**src/rtl/bcd_pkg.sv**
```systemverilog
// Shared constants for the BCD to binary converter.
// FSM encodings, iteration depth and digit correction values.
package bcd_pkg;

    localparam logic [2:0] IDLE  = 3'b001;
    localparam logic [2:0] SHIFT = 3'b010;
    localparam logic [2:0] DONE  = 3'b100;

    localparam int         SHIFT_DEPTH = 16;
    localparam logic [3:0] DIGIT_MAX   = 4'd9;
    localparam logic [3:0] ADJ_THRESH  = 4'd8;
    localparam logic [3:0] ADJ_VAL     = 4'd3;

    function automatic logic digit_bad(input logic [3:0] d);
        return d > DIGIT_MAX;
    endfunction

endpackage

```
**src/rtl/bcd_to_binary_if.sv**
```systemverilog
// Request/result bundle between the keypad path and the converter.
// master drives the digits and request; slave returns the result.
interface bcd_to_binary_if #(
    parameter int DATA_WIDTH = 16
);
    logic                  tran_en;
    logic [3:0]            thou_data;
    logic [3:0]            hund_data;
    logic [3:0]            tens_data;
    logic [3:0]            unit_data;
    logic                  busy;
    logic                  tran_done;
    logic                  data_err;
    logic [DATA_WIDTH-1:0] bin_data;

    modport master (
        output tran_en, thou_data, hund_data, tens_data, unit_data,
        input  busy, tran_done, data_err, bin_data
    );

    modport slave (
        input  tran_en, thou_data, hund_data, tens_data, unit_data,
        output busy, tran_done, data_err, bin_data
    );
endinterface

```
**src/rtl/bcd_digit_adj.sv**
```systemverilog
// One BCD digit correction step of the reverse double-dabble.
// Digits of 8 or more after a right shift lose 3.
module bcd_digit_adj
    import bcd_pkg::*;
(
    input  logic [3:0] din,
    output logic [3:0] dout
);

    // subtract-3 correction, no borrow out of the digit
    always_comb begin
        dout = din;
        if (din >= ADJ_THRESH)
            dout = din - ADJ_VAL;
    end

endmodule

```
**src/rtl/bcd_to_binary.sv**
```systemverilog
// Four-digit packed BCD to binary converter, one bit per cycle.
// IDLE captures, SHIFT runs 16 iterations, DONE publishes the result.
module bcd_to_binary
    import bcd_pkg::*;
#(
    parameter int DATA_WIDTH = 16
) (
    input  logic           clk,
    input  logic           rst,
    bcd_to_binary_if.slave bus
);

    logic [2:0]            state;
    logic [15:0]           bcd_q;
    logic [15:0]           bin_q;
    logic [4:0]            shift_cnt;
    logic                  err_q;
    logic                  done_q;
    logic                  derr_q;
    logic [DATA_WIDTH-1:0] out_q;

    logic [31:0]           shifted;
    logic [15:0]           bcd_adj;

    assign shifted = {bcd_q, bin_q} >> 1;

    for (genvar g = 0; g < 4; g++) begin : g_adj
        bcd_digit_adj u_adj (
            .din  (shifted[16 + 4*g +: 4]),
            .dout (bcd_adj[4*g +: 4])
        );
    end

    assign bus.busy      = (state != IDLE);
    assign bus.tran_done = done_q;
    assign bus.data_err  = derr_q;
    assign bus.bin_data  = out_q;

    // conversion FSM, datapath registers and result holding
    always_ff @(posedge clk or posedge rst) begin
        if (rst) begin
            state     <= IDLE;
            bcd_q     <= '0;
            bin_q     <= '0;
            shift_cnt <= '0;
            err_q     <= 1'b0;
            done_q    <= 1'b0;
            derr_q    <= 1'b0;
            out_q     <= '0;
        end else begin
            done_q <= 1'b0;
            case (state)
                IDLE: begin
                    if (bus.tran_en) begin
                        bcd_q     <= {bus.thou_data, bus.hund_data,
                                      bus.tens_data, bus.unit_data};
                        bin_q     <= '0;
                        shift_cnt <= '0;
                        err_q     <= digit_bad(bus.thou_data) |
                                     digit_bad(bus.hund_data) |
                                     digit_bad(bus.tens_data) |
                                     digit_bad(bus.unit_data);
                        state     <= SHIFT;
                    end
                end
                SHIFT: begin
                    bcd_q     <= bcd_adj;
                    bin_q     <= shifted[15:0];
                    shift_cnt <= shift_cnt + 5'd1;
                    if (shift_cnt == 5'(SHIFT_DEPTH - 1))
                        state <= DONE;
                end
                DONE: begin
                    out_q  <= err_q ? '0 : bin_q[DATA_WIDTH-1:0];
                    derr_q <= err_q;
                    done_q <= 1'b1;
                    state  <= IDLE;
                end
                default: state <= IDLE;
            endcase
        end
    end

endmodule

```
**src/flat_wrapper.sv**
```systemverilog
// flat-port wrapper written by rule: the top's interface ports become plain ports
module bcd_to_binary_flat import bcd_pkg::*;
#(
    parameter int DATA_WIDTH = 16
)
  (clk, rst, bus_tran_en, bus_thou_data, bus_hund_data, bus_tens_data, bus_unit_data, bus_busy, bus_tran_done, bus_data_err, bus_bin_data);
  bcd_to_binary_if #(.DATA_WIDTH(DATA_WIDTH)) bus_i ();
  input  logic clk;
  input  logic rst;
  input wire logic [$bits(bus_i.tran_en)-1:0] bus_tran_en;
  input wire logic [$bits(bus_i.thou_data)-1:0] bus_thou_data;
  input wire logic [$bits(bus_i.hund_data)-1:0] bus_hund_data;
  input wire logic [$bits(bus_i.tens_data)-1:0] bus_tens_data;
  input wire logic [$bits(bus_i.unit_data)-1:0] bus_unit_data;
  output wire logic [$bits(bus_i.busy)-1:0] bus_busy;
  output wire logic [$bits(bus_i.tran_done)-1:0] bus_tran_done;
  output wire logic [$bits(bus_i.data_err)-1:0] bus_data_err;
  output wire logic [$bits(bus_i.bin_data)-1:0] bus_bin_data;
  assign bus_i.tran_en = bus_tran_en;
  assign bus_i.thou_data = bus_thou_data;
  assign bus_i.hund_data = bus_hund_data;
  assign bus_i.tens_data = bus_tens_data;
  assign bus_i.unit_data = bus_unit_data;
  assign bus_busy = bus_i.busy;
  assign bus_tran_done = bus_i.tran_done;
  assign bus_data_err = bus_i.data_err;
  assign bus_bin_data = bus_i.bin_data;
  bcd_to_binary #(.DATA_WIDTH(DATA_WIDTH)) u_core (.clk(clk), .rst(rst), .bus(bus_i));
endmodule
```
**config.mk**
```make
export PLATFORM = sky130hd
export DESIGN_NAME = bcd_to_binary_flat
export DESIGN_NICKNAME = d
export VERILOG_FILES = /design/src/rtl/bcd_pkg.sv /design/src/rtl/bcd_to_binary_if.sv /design/src/rtl/bcd_digit_adj.sv /design/src/rtl/bcd_to_binary.sv /design/src/flat_wrapper.sv
export SDC_FILE = /design/constraint.sdc
export NUM_CORES = 1
export LEC_CHECK = 0
export CORE_MARGIN = 1
export CORE_UTILIZATION = 56
export DETAILED_ROUTE_END_ITERATION = 6
export DONT_BUFFER_PORTS = 1
export PLACE_DENSITY = 0.74
export SETUP_SLACK_MARGIN = 0.1
export SLEW_MARGIN = 15
export SYNTH_ARGS = -nofsm -noshare
export SYNTH_HDL_FRONTEND = slang
export SYNTH_SLANG_ARGS = --single-unit
```
**constraint.sdc**
```tcl
create_clock -name clk -period 1.4 [get_ports clk]
set_input_delay 0 -clock clk [delete_from_list [all_inputs] [get_ports clk]]
set_output_delay 0 -clock clk [all_outputs]
set_load 0.05 [all_outputs]
```
==> results of run 1 <==
power by group:
group,switching [mW],leakage (nW),internal (mW)
Combinational,1.37,0.912,1.40
Clock,0.701,0.0950,0.814
Sequential,0.404,0.769,2.06
Total,2.47,1.78,4.27
layout by cell type, fill, tap and decap left out, types with 4 or more instances in the layout:
cell           synthesis  layout
dfrtp_1               58      54
nand2_1               54      39
buf_4                  2      29
dlygate4sd3_1          0      17
nand2b_1              16      16
buf_6                  5      13
nand3_1               23      12
nand2_2                0      11
o21ai_2                3      11
inv_1                 11      10
nand3_2                0      10
clkbuf_8               0       9
o21ai_1                4       8
o22ai_2                0       7
nor3_1                 6       6
nor2_1                 7       6
ha_1                   8       6
o21ai_0               16       4
nand2_4                0       4
dfrtp_2                0       4
final timing paths:
check	cells after the start	end	slack, ns
worst max-delay path	4	u_core.bcd_q[11]	-0.03
worst min-delay path	3	u_core.err_q	0.01
worst max register to register	4	u_core.bcd_q[11]	-0.03
worst min register to register	1	u_core.shift_cnt[3]	0.47
max in group asynchronous	3	u_core.state[0]	0.62
min in group asynchronous	2	u_core.bus.bin_data[11]	0.17
cell families (layout without fill, tap and decap cells):
logic type / Yosys count / after routing / synth area share [%]
muxes: 5 / 5 / 2.13
buffers and inverters: 28 / 94 / 5.84
and+or+nand+nor: 121 / 121 / 21.6
adders and majority gates: 8 / 8 / 3.62
AOI/OAI and AO/OA: 51 / 51 / 11.4
DFF: 59 / 59 / 53.5
xor gates and xnor gates: 6 / 6 / 1.90
cell usage after synthesis, drive strengths merged, types with 2 or more instances:
| cell type | count |
|---|---|
| a21oi | 6 |
| a311oi | 3 |
| buf | 16 |
| dfrtp | 58 |
| ha | 8 |
| inv | 11 |
| mux2 | 4 |
| nand2 | 54 |
| nand2b | 16 |
| nand3 | 23 |
| nor2 | 7 |
| nor2b | 3 |
| nor3 | 6 |
| nor3b | 3 |
| o211ai | 3 |
| o21ai | 23 |
| o22ai | 12 |
| or3b | 2 |
| xnor2 | 3 |
| xor2 | 3 |
registers in the layout (all words and copies together) (netlist names):
signal / cells
u_core.err_q: 1
u_core.shift_cnt: 5
u_core.bus.data_err: 1
u_core.bcd_q: 16
u_core.bin_q: 16
u_core.bus.bin_data: 16
u_core.state: 3
u_core.bus.tran_done: 1
per-stage QoR:
stage	power, mW	setup TNS [ns]	instance area (µm²)
2_1_floorplan	3.78	0	2810
3_3_place_gp	4.27	0	3110
3_5_place_dp	4.35	-0.0441	3110
4_1_cts	6.34	0	3690
5_1_grt	7.09	-0.331	3920
6_report	6.75	-0.0372	3920
worst min-delay path: stages:
cell and delay (ns):
o21ai_0 0.08, a41oi_2 0.14, a21o_1 0.09
metal layers:
metal / routed length (µm) / global-route usage [%]
met5: 0 / 0
met4: 164 / 8.50
met3: 396 / 7.36
met2: 3360 / 42.6
met1: 2760 / 32.5
layout make-up:
| cell class | count | area [µm²] | share of cell area [%] |
|---|---|---|---|
| Inverter | 11 | 45.0 | 1.15 |
| Clock buffer | 9 | 124 | 3.16 |
| Sequential cell | 59 | 1480 | 37.9 |
| Timing Repair Buffer | 67 | 659 | 16.8 |
| Tap cell | 67 | 83.8 | 2.14 |
| Multi-Input combinational cell | 191 | 1450 | 37.1 |
| Clock inverter | 7 | 68.8 | 1.76 |
repair_timing:
| action | 4_1_cts | 5_1_grt |
|---|---|---|
| resized for setup | 37 | 56 |
| endpoints found under the setup margin | 53 | 58 |
| buffers inserted | 5 | 2 |
| hold buffers | 17 | 0 |
| cloned | 2 | 1 |
| hold endpoints to repair | 74 | 0 |
| pin swaps | 22 | 31 |
==> run_results.csv, run 1 <==
group,metric,value,unit
sta,period_needed,1.43,ns
sta,slew_headroom,67.6,%
critical_path,cpLargestDelayFamily,"flip-flops",
global_routing,gr-total-overflow,0,
clock_network,cts-root-buf,"clkbuf_8",
route,routed_via_density,5.48,
critical_path,critPathMaxStageDelay,0.63,ns
global_routing,grt_usage,25.7,%
global_routing,grt_max_degree,41,
logic_synthesis,async_reset_ff_share,100,%
logic_synthesis,postSynthAreaPerCell,9.94,µm²
placement,gp_congestion,0.778,
placement,place_ws,-0.0219,ns
clock_network,clock_sinks,59,
logic_synthesis,ys_ff_latch,59,
sta,holdWs,0.0130,ns
critical_path,crit_start,"u_core.state[0]",
logic_synthesis,synthesis.area,0.00276,mm²
logic_synthesis,ys_types,41,
logic_synthesis,synthCells,278,
global_routing,antenna_found_initial,0,
layout,drive_gt1_share,40.4,%
logic_synthesis,synthesis.nets,305,
floorplan,fp.coreArea,0.00472,mm²
critical_path,cp.required,1.60,ns
logic_synthesis,synth_top_cell_area_share,52.5,%
critical_path,crit_type,"register to register",
critical_path,cp-start-kind,"register",
critical_path,cp_max_fo,6,
logic_synthesis,synth_ff_type,"dfrtp_1",
sta,finalCritPeriodShare,102,%
critical_path,end_kind,"register",
worst_hold_path,worstHoldPathType,"input port to register",
power,peakVddDrop,1.38,mV
sta,worstMarginPinSlew,0.485,ns
critical_path,timing.rr.start,"u_core.state[0]",
status,outcome,"finished, violations left",
floorplan,dieWidth,72.2,µm
job,drv_cap,0,
logic_synthesis,synth.area.top_cells,"dfrtp_1, nand2_1, nand3_1",
critical_path,crit_chain,"buf_6 -> nand3b_1 -> o22ai_1 -> a21oi_1",
route,vias,2254,
clock_network,cts_tree,"done",
clock_network,cts_buffers,9,
sta,max_freq,700,MHz
logic_synthesis,synth_top_area_cell,"dfrtp_1",
route,first_iter_violations,140,
route,wl_per_cell,16.2,µm
layout,n_antenna_cell,0,
floorplan,die-area,0.00522,mm²
power,power_density,1720,mW/mm²
floorplan,pin_count,38,
logic_synthesis,synth-edff-count,0,
placement,hpwlAfterDp,3760,µm
logic_synthesis,synth_seq_area_share,53.5,%
status,violations,"setup timing",
global_routing,grt_first_pass_wirelength,10100,µm
route,drcViolationCount,0,
clock_network,clkLatencyLatePin,0.33,ns
logic_synthesis,synth_warnings,0,
power,p_leak,1.78,nW
sta,maxSlewViolCount,0,
critical_path,cp.arrival,1.63,ns
sta,finalHoldViolations,0,
sta,setup_slack,-0.0287,ns
floorplan,initial_core_util,58.5,%
clock_network,htree_num_levels,3,
layout,final_cell_count_no_fill,411,
route,drtPass1Iterations,4,
sta,setup_viol,2,
worst_hold_path,hold_start,"bus_unit_data[1]",
placement,numPortBuffers,0,
layout,nets,366,
floorplan,die_y,72.2,µm
layout,area_growth,41.8,%
critical_path,cp_slowest_cell,"dfstp_2",
clock_network,clockBufferDepth,2,
route,ant_nets,0,
placement,dp.cells,368,
layout,fillCellCount,273,
route,finalWirelength,6680,µm
global_routing,grt_pass1_vias,2159,
floorplan,fp-row-count,25,
layout,utilization,82.9,%
critical_path,cp.buffers_inverters,1,
clock_network,clk_pin_slew,0.07,ns
sta,skew,0.00646,ns
sta,grt_setup_unrepaired,"yes",
(Power assumes the default switching activity.)
==> run 2, diff against run 1 <==
Settings changed: SETUP_SLACK_MARGIN 0.1 to 0.15.
==> run_results.csv, run 2 (synthesized netlist as in run 1, its figures left out) <==
group,metric,value,unit
status,outcome,"finished, violations left",
status,violations,"setup timing",
critical_path,cp-start-kind,"register",
power,power_density,1700,mW/mm²
power,clkPwrFrac,24.5,%
route,first_iter_violations,86,
sta,grt_setup_unrepaired,"yes",
layout,n_antenna_cell,0,
critical_path,crit_chain,"or3b_4 -> clkbuf_16 -> nand2_2 -> o21ai_1",
power,intPower,4.47,mW
floorplan,fp.coreArea,0.00472,mm²
floorplan,die_y,72.2,µm
route,met3_length,330,µm
global_routing,grt_pass1_vias,2215,
floorplan,pin_count,38,
placement,place_ws,-0.0232,ns
route,topRoutingLayerUsed,"met4",
clock_network,cts_tree,"done",
route,wl_per_cell,17.9,µm
critical_path,end_kind,"register",
floorplan,dieWidth,72.2,µm
sta,maxSlewViolCount,0,
placement,numPortBuffers,0,
sta,setup_viol,16,
sta,max_freq,702,MHz
critical_path,crit_type,"register to register",
power,p_sw_share,35.4,%
power,power.switching,2.45,mW
worst_hold_path,worstHoldPathType,"input port to register",
sta,finalHoldViolations,0,
route,routed_via_density,5.68,
route,met2_wirelength,3950,µm
sta,skew,0.00881,ns
clock_network,cts_buffers,9,
global_routing,antenna_found_initial,0,
sta,slew_headroom,62.3,%
critical_path,cp.buffers_inverters,1,
power,peakVddDrop,1.30,mV
placement,hpwlAfterDp,3980,µm
layout,drive_gt1_share,43.2,%
sta,worstMarginPinSlew,0.565,ns
floorplan,fp-row-count,25,
clock_network,clk_pin_slew,0.07,ns
layout,final_common_cell,"dfrtp_1",
clock_network,clockBufferDepth,2,
sta,setup_slack,-0.0241,ns
critical_path,critPathMaxStageDelay,0.52,ns
route,vias,2351,
clock_network,htree_num_levels,3,
global_routing,gr-total-overflow,0,
floorplan,die-area,0.00522,mm²
layout,nets,369,
route,drcViolationCount,0,
route,drtPass1Iterations,4,
layout,layout_common_cells,"dfrtp_1, nand2_1, buf_4, nand3_2, dlygate4sd3_1",
placement,gp_congestion,0.810,
critical_path,cpLargestDelayFamily,"simple AND/OR/NAND/NOR gates",
job,drv_cap,0,
clock_network,clkLatencyLatePin,0.34,ns
route,route.layer.met1.wl,2920,µm
sta,setup_tns,-0.141,ns
power,p_seq_share,36.1,%
clock_network,clock_sinks,59,
power,p_total,6.92,mW
sta,finalCritPeriodShare,102,%
critical_path,cp_max_fo,8,
global_routing,grt_max_degree,26,
layout,area_growth,47.6,%
critical_path,cp_slowest_cell,"or3b_4",
route,ant_nets,0,
global_routing,grt_first_pass_wirelength,10300,µm
route,finalWirelength,7420,µm
power,p_comb_share,39.4,%
sta,period_needed,1.42,ns
clock_network,cts-root-buf,"clkbuf_8",
critical_path,cp.arrival,1.65,ns
critical_path,cp.required,1.62,ns
floorplan,initial_core_util,58.5,%
global_routing,grt_usage,26.8,%
power,p_leak,1.83,nW
==> run 2: path summary, 6_finish.rpt <==
path	depth (start not counted)	startpoint	slack, ns	endpoint
min	3	bus_thou_data[3]	0.09	u_core.err_q
min reg2reg	1	u_core.shift_cnt[3]	0.48	u_core.shift_cnt[3]
max in group asynchronous	3	rst	0.62	u_core.shift_cnt[0]
max reg2reg	4	u_core.state[1]	-0.02	u_core.bus.bin_data[7]
min in group asynchronous	2	rst	0.19	u_core.bus.bin_data[11]
max	4	u_core.state[1]	-0.02	u_core.bus.bin_data[7]
==> run 2: power groups by stage <==
stage | Clock [mW] | Combinational, mW | Sequential, mW
after floorplan | 0 | 1.51 | 2.35
after global placement | 0 | 1.89 | 2.43
after detailed placement | 0 | 1.97 | 2.45
after CTS | 1.68 | 2.37 | 2.43
after global routing | 1.76 | 2.93 | 2.54
final | 1.70 | 2.73 | 2.50
==> run 2: tightest hold or removal path: cells and delay by family <==
family / cells / cell delay, ns
AO/OA/AOI/OAI: 3 / 0.39
==> run 2: cell type report <==
type	instances	area (µm²)
clock buffer	11	131
clock inverter	5	77.6
fill	242	644
inverter	11	45.0
multi-input combinational	191	1490
sequential	59	1480
tap	67	83.8
timing repair buffer	70	772
==> run 2: what timing repair did <==
item / in CTS / in global routing
gates resized for setup: 40 / 35
buffers inserted: 3 / 4
hold buffers: 18 / 0
cloned: 1 / 6
endpoints found under the setup margin: 58 / 59
pin swaps: 12 / 26
endpoints found under the hold margin: 65 / 0
==> run 2: routing by layer <==
metal,GRT usage (%),up-vias
li1,-,1080
met1,32.5,1172
met2,45.4,82
met3,5.97,17
met4,13.1,0
met5,0,-
==> run 2: metrics by stage <==
step	cells	utilization (%)	instance area, µm²	hold slack, ns
global placement	366	67.2	3170	-0.0639
CTS	404	80.2	3790	0.0604
global route	414	86.4	4080	0.0955
floorplan	278	-	2880	0.0992
detailed placement	366	67.2	3170	-0.0559
finish	414	86.4	4080	0.0908
